$ cat config.mk
export PLATFORM = sky130hd
export DESIGN_NAME = fifo_buffer_15
export DESIGN_NICKNAME = d
export VERILOG_FILES = /design/src/rtl/fifo_buffer_15.sv
export SDC_FILE = /design/constraint.sdc
export NUM_CORES = 1
export LEC_CHECK = 0
export BUFFER_PORTS_ARGS = -buffer_cell sky130_fd_sc_hd__buf_2
export CAP_MARGIN = 30
export CORE_UTILIZATION = 60
export CTS_CLUSTER_SIZE = 16
export DETAILED_ROUTE_END_ITERATION = 8
export PLACE_DENSITY = 0.81
export REMOVE_ABC_BUFFERS = 1
export SYNTH_ARGS = -nofsm -noshare
export SYNTH_HDL_FRONTEND = slang
export SYNTH_SLANG_ARGS = --single-unit
$ cat constraint.sdc
create_clock -name clk -period 3.9 [get_ports clk]
set_input_delay 0.195 -clock clk [delete_from_list [all_inputs] [get_ports clk]]
set_output_delay 0.195 -clock clk [all_outputs]
set_load 0.01 [all_outputs]
$ cat src/rtl/fifo_buffer_15.sv
// Synchronous FIFO stage of up to 15 entries with one-hot ring read/write pointers,
// registered read data and one-cycle refusal pulses for over/underflow.
module fifo_buffer_15 #(
    parameter int DATA_W = 8,
    parameter int DEPTH  = 15
) (
    input  logic              clk,
    input  logic              rst,
    input  logic              wr_req,
    input  logic [DATA_W-1:0] wr_data,
    input  logic              rd_req,
    output logic [DATA_W-1:0] rd_data,
    output logic              rd_valid,
    output logic              full,
    output logic              empty,
    output logic [3:0]        count,
    output logic [3:0]        WriteReg,
    output logic [3:0]        ReadReg,
    output logic              overflow,
    output logic              underflow
);

    localparam logic [3:0]       DEPTH_C   = 4'(DEPTH);
    localparam logic [DEPTH-1:0] PTR_INIT  = {{(DEPTH-1){1'b0}}, 1'b1};

    // Index of the set bit of a one-hot ring pointer.
    function automatic logic [3:0] onehot_to_index(input logic [DEPTH-1:0] onehot);
        logic [3:0] idx;
        idx = 4'd0;
        for (int i = 0; i < DEPTH; i++) begin
            if (onehot[i]) begin
                idx = idx | 4'(i);
            end else begin
                idx = idx;
            end
        end
        return idx;
    endfunction

    // Advance a one-hot ring by one slot, wrapping DEPTH-1 back to 0.
    function automatic logic [DEPTH-1:0] ring_advance(input logic [DEPTH-1:0] onehot);
        return {onehot[DEPTH-2:0], onehot[DEPTH-1]};
    endfunction

    logic [DEPTH-1:0]  wr_ptr_r;
    logic [DEPTH-1:0]  rd_ptr_r;
    logic [DATA_W-1:0] mem_r [DEPTH];
    logic [3:0]        count_r;
    logic [DATA_W-1:0] rd_data_r;
    logic              rd_valid_r;
    logic              overflow_r;
    logic              underflow_r;

    logic              full_s;
    logic              empty_s;
    logic              wr_acc_s;
    logic              rd_acc_s;
    logic [3:0]        wr_addr_s;
    logic [3:0]        rd_addr_s;
    logic [3:0]        count_next_s;

    // Status decode and access acceptance; a full FIFO still takes a write when a read frees a slot.
    always_comb begin
        full_s    = 1'b0;
        empty_s   = 1'b0;
        wr_acc_s  = 1'b0;
        rd_acc_s  = 1'b0;
        wr_addr_s = onehot_to_index(wr_ptr_r);
        rd_addr_s = onehot_to_index(rd_ptr_r);
        if (count_r == DEPTH_C) begin
            full_s = 1'b1;
        end else begin
            full_s = 1'b0;
        end
        if (count_r == 4'd0) begin
            empty_s = 1'b1;
        end else begin
            empty_s = 1'b0;
        end
        rd_acc_s = rd_req & ~empty_s;
        wr_acc_s = wr_req & (~full_s | rd_acc_s);
    end

    // Occupancy next-state: only a lone push or a lone pop moves the count.
    always_comb begin
        count_next_s = count_r;
        case ({wr_acc_s, rd_acc_s})
            2'b10:   count_next_s = count_r + 4'd1;
            2'b01:   count_next_s = count_r - 4'd1;
            default: count_next_s = count_r;
        endcase
    end

    // Pointer, occupancy, read-data and refusal-pulse registers.
    always_ff @(posedge clk) begin
        if (rst) begin
            wr_ptr_r    <= PTR_INIT;
            rd_ptr_r    <= PTR_INIT;
            count_r     <= 4'd0;
            rd_data_r   <= {DATA_W{1'b0}};
            rd_valid_r  <= 1'b0;
            overflow_r  <= 1'b0;
            underflow_r <= 1'b0;
        end else begin
            if (wr_acc_s) begin
                wr_ptr_r <= ring_advance(wr_ptr_r);
            end else begin
                wr_ptr_r <= wr_ptr_r;
            end
            if (rd_acc_s) begin
                rd_ptr_r  <= ring_advance(rd_ptr_r);
                rd_data_r <= mem_r[rd_addr_s];
            end else begin
                rd_ptr_r  <= rd_ptr_r;
                rd_data_r <= rd_data_r;
            end
            count_r     <= count_next_s;
            rd_valid_r  <= rd_acc_s;
            overflow_r  <= wr_req & ~wr_acc_s;
            underflow_r <= rd_req & ~rd_acc_s;
        end
    end

    // Storage array; contents survive reset because the pointers make them unreachable.
    always_ff @(posedge clk) begin
        for (int i = 0; i < DEPTH; i++) begin
            if (wr_acc_s && wr_ptr_r[i]) begin
                mem_r[i] <= wr_data;
            end else begin
                mem_r[i] <= mem_r[i];
            end
        end
    end

    assign rd_data   = rd_data_r;
    assign rd_valid  = rd_valid_r;
    assign full      = full_s;
    assign empty     = empty_s;
    assign count     = count_r;
    assign WriteReg  = wr_addr_s;
    assign ReadReg   = rd_addr_s;
    assign overflow  = overflow_r;
    assign underflow = underflow_r;

endmodule
After elaboration in Yosys (flattened, before gate mapping). Memory sizes are Yosys's and may differ from the RTL's. A register that Yosys moved wholly into a read port is not among the register bits. Index checks and enable logic that the tools add are counted. W data, S select, Z words.

$add $sub $neg: 2. Eq/ne operators: 18. Mux-type cells: 91. Bitwise gates (word level): 24. Reduce and logical (&&, ||, !) cells: 32.

Operators by type and width (number): $mux W8 (15); $mux W4 (14); $mux W1 (49); $reduce_and A2 Y1 (15); $mux W3 (8); $or A1 B1 Y1 (16); $logic_and A1 B1 Y1 (15); $ne A0 B0 Y1 (15); $mux W2 (4); $pmux W4 S2 (1); $add A4 B1 Y4 const B (1); $and A1 B1 Y1 (4); $eq A4 B4 Y1 const B (1); $logic_not A4 Y1 (1); $not A1 Y1 (4); $sub A4 B1 Y4 const B (1); $eq A2 B1 Y1 const B (1); $eq A2 B2 Y1 const B (1); $reduce_bool A2 Y1 (1).

Flip-flop bits (word level): 37. Memory bits (writable): 120. Input bits: 12. Output and inout bits: 25. Logic and storage cells: 174. Memories: 1.

Memories: mem_r (depth 15, bits a word 8, rd ports 1, clocked after Yosys merged registers in 1, write ports 15, RTL line 47) `logic [DATA_W-1:0] mem_r [DEPTH];`.

Logic depth before layout (Yosys ltp).
Depth in word-level cells: 14. Mapped depth: 13. Depth with buffers taken out: 11.

Worst setup path after synthesis. OpenSTA, ideal clock, no wires.

Path type: reg-to-reg. From: register count_r[0], in the netlist count[0]. To: register count_r[3], in the netlist count[3]. Arrival: 2927 ps. Slack: 903 ps. Stages on the path, launching flop included: 14. Period minus slack after synthesis: 2997 ps. Cells stage by stage: dfxtp_1 > o41ai_4 > nand2_1 > and2_1 > clkbuf_1 > inv_1 > buf_2 > ha_1 > ha_1 > a21o_1 > a21oi_1 > xnor2_1 > or3_1 > a21oi_1.

Cells in the longest elaborated chain, start to end: 8.

Ends and longest elaborated chain: start: declaration (RTL line 48) `logic [3:0] count_r;`; start signal: assignment (RTL line 117) `count_r <= count_next_s;`; $logic_not A4 Y1 (RTL line 75) `if (count_r == 4'd0) begin`; $mux W1 (RTL line 75); $not A1 Y1 (RTL line 80) `rd_acc_s = rd_req & ~empty_s;`; $and A1 B1 Y1 (RTL line 80); $or A1 B1 Y1 (RTL line 81) `wr_acc_s = wr_req & (~full_s | rd_acc_s);`; $and A1 B1 Y1 (RTL line 81); $eq A2 B1 Y1 / $eq A2 B2 Y1 (equally long branches) (RTL line 87) `case ({wr_acc_s, rd_acc_s})`; $pmux W4 S2 / $reduce_bool A2 Y1 (equally long branches).

Parallel ways exist; a longest one is shown, timed or not. A chain may end at the register's enable or synchronous reset.

Worst setup path after layout. Same ends and word-level chain as after synthesis.

==> impl_metrics.json <==
{
  "placed_cells": 672,
  "place_hpwl_um": 9400,
  "fillers": 734,
  "worst_ir_drop_vdd_mv": 0.413,
  "grt_max_degree": 58,
  "cts-htree-levels": 4,
  "layout.cells.non_filler": 707,
  "relSlewSlack_pct": 40.0,
  "multi_input_area_sq_mm": 0.00192,
  "p_total_mw": 4.60,
  "layout-drive-gt1-share_pct": 14.5,
  "seq_area_frac_synth_pct": 66.9,
  "initial_core_util_pct": 61.8,
  "syn2layout_area_growth_pct": 12.0,
  "avgRoutedWirePerCell_um": 23.0,
  "grt_pass1_wl_um": 24700,
  "cp-end-kind": "register",
  "die_w_um": 108,
  "cts_resized": 0,
  "firstDrtPassIters": 5,
  "syn_avg_cell_area_sq_um": 12.7,
  "antenna_found_initial": 0,
  "port_buffers": 36,
  "post_cts_buffers": 0,
  "clockRootBuffer": "clkbuf_8",
  "synth_edf_count": 120,
  "drv_cap": 0,
  "die_y_um": 108,
  "period_needed_ns": 3.45,
  "grt_pass1_vias": 4478,
  "p_leak_nw": 2.81,
  "ys_types": 39,
  "synth_seq_cells": 165,
  "startpoint_type": "register",
  "std_cell_rows": 38,
  "clock-sinks": 165,
  "worstMarginPinSlew_ns": 0.900,
  "core-area_sq_mm": 0.0109,
  "ios": 37,
  "arrival_ns": 3.92,
  "antenna_cells": 0,
  "ff2ff_path_depth": 11,
  "num_vias": 4691,
  "grt_overflow": 0,
  "ys_warn_count": 0,
  "finalCritPeriodShare_pct": 88.6,
  "clk_pin_slew_worst_paths_ns": 0.07,
  "hold_viol_final": 0,
  "drv_slew": 0,
  "fin_nets": 570,
  "regArea_sq_mm": 0.00450,
  "ys.flop_type": "edfxtp_1",
  "async_flop_share_pct": 0,
  "finClkSkew_ns": 0.0120,
  "fmax_ghz": 0.290,
  "track_usage_pct": 29.7,
  "drt-vias-per-instance": 6.64,
  "status": "complete, no violations",
  "drc": 0,
  "hold_depth": 1,
  "cellPowerDensity_mw_per_mm2": 611,
  "die_area_sq_mm": 0.0116,
  "cp.required_ns": 4.36,
  "critPathMaxFanout": 16,
  "drt-initial-drc-count": 610,
  "finalSetupViolCount": 0,
  "clockBufferDepth": 2,
  "finalWeightedCongestion": 0.843,
  "cts_hold_buf": 3,
  "routed_wl_um": 16300,
  "min_path_type": "in -> reg",
  "worstSetupPathType": "reg -> reg",
  "synth_cells": 532,
  "drtAntennaViolNets": 0,
  "cts_tree": "yes",
  "numCtsBuffers": 17,
  "rsz0062_at_grt": "no",
  "syn_area_sq_mm": 0.00673,
  "clkLatencyLatePin_ns": 0.55
}
==> sequential cells by signal, indices dropped and copies added, names as in the netlist <==
name,flops
mem_r,120
rd_ptr_r,15
wr_ptr_r,15
rd_data,8
count,4
overflow,1
rd_valid,1
underflow,1
==> layer usage <==
layer | wire (um) | global-route usage [%] | vias up
met5 | 0 | 0 | -
met4 | 464 | 14.4 | 0
met3 | 1440 | 7.99 | 33
met2 | 7740 | 44.8 | 279
met1 | 6610 | 40.0 | 2273
li1 | - | - | 2106
==> cell usage in the layout (no fill, tap or decap), drive strengths merged, types with 9 or more instances in the layout <==
master,n
a2111oi,48
a21oi,32
and3,49
buf,46
clkbuf,22
dfxtp,45
edfxtp,120
inv,23
nand2,65
nor2,14
nor4,9
o21ai,9
or4,17
==> path summary, 6_finish.rpt <==
kind               start            to  slack, ns
max reg2reg     count[0]      count[3]       0.45
min reg2reg  rd_ptr_r[0]   rd_ptr_r[1]       0.46
max             count[0]      count[3]       0.45
min           wr_data[6]  mem_r[10][6]       0.03
==> kinds of logic after synthesis <==
family,after synthesis,share of synthesized area [%]
and+or+nand+nor,177,13.9
DFF,165,66.9
AOI/OAI and AO/OA,116,13.2
buffers and inverters,67,4.80
adders and majority gates,4,0.855
xor gates and xnor gates,3,0.390
==> layout make-up <==
type	instances	share of cell area, %
tap	140	2.32
clock inverter	10	1.59
multi-input combinational	300	25.5
timing repair buffer	49	3.79
inverter	21	1.05
sequential	165	59.8
clock buffer	22	6.01
==> through the flow <==
| step | setup WS, ns | utilization (%) | instance area, sq um | hold WS [ns] | TNS (ns) |
|---|---|---|---|---|---|
| floorplan | -0.314 | - | 6490 | 0.263 | -2.32 |
| global placement | 0.720 | 63.7 | 6930 | 0.438 | 0 |
| detailed placement | 0.507 | 63.7 | 6930 | 0.454 | 0 |
| CTS | 0.488 | 69.2 | 7540 | 0.00457 | 0 |
| global route | 0.302 | 69.2 | 7540 | 0.00772 | 0 |
| finish | 0.446 | 69.2 | 7540 | 0.0267 | 0 |
==> critical path: stages, from the launching register on <==
cell and delay [ns]:
dfxtp_1 0.39, o41ai_4 0.39, nand2_1 0.23, and2_1 0.38, inv_1 0.48, ha_1 0.31
ha_1 0.26, a21o_1 0.18, a21oi_1 0.17, xnor2_1 0.10, or3_1 0.31, a21oi_1 0.17
==> Yosys cell counts, drive strengths merged (2+ instances only) <==
| library cell | count | share of area, % |
|---|---|---|
| nor3 | 6 | 0.52 |
| nor4 | 9 | 0.93 |
| or4 | 17 | 1.9 |
| a41o | 8 | 1.2 |
| dfxtp | 45 | 13 |
| a2111oi | 48 | 6.2 |
| ha | 3 | 0.56 |
| o21ai | 9 | 0.67 |
| a21oi | 32 | 2.4 |
| a311oi | 8 | 1.1 |
| buf | 19 | 2.1 |
| and3 | 49 | 4.6 |
| nand3 | 8 | 0.59 |
| clkbuf | 27 | 1.5 |
| xor2 | 2 | 0.26 |
| or3 | 2 | 0.19 |
| inv | 21 | 1.2 |
| edfxtp | 120 | 54 |
| and2 | 3 | 0.28 |
| nor2 | 14 | 0.78 |
| o31ai | 8 | 0.89 |
| nand2 | 65 | 3.7 |
==> power by group <==
part | leakage [nW] | internal (mW) | switching, mW
combinational | 1.09 | 0.341 | 0.601
clock | 0.276 | 0.949 | 0.665
sequential | 1.45 | 1.96 | 0.0812
No activity file was read; power rests on OpenSTA's default activity.
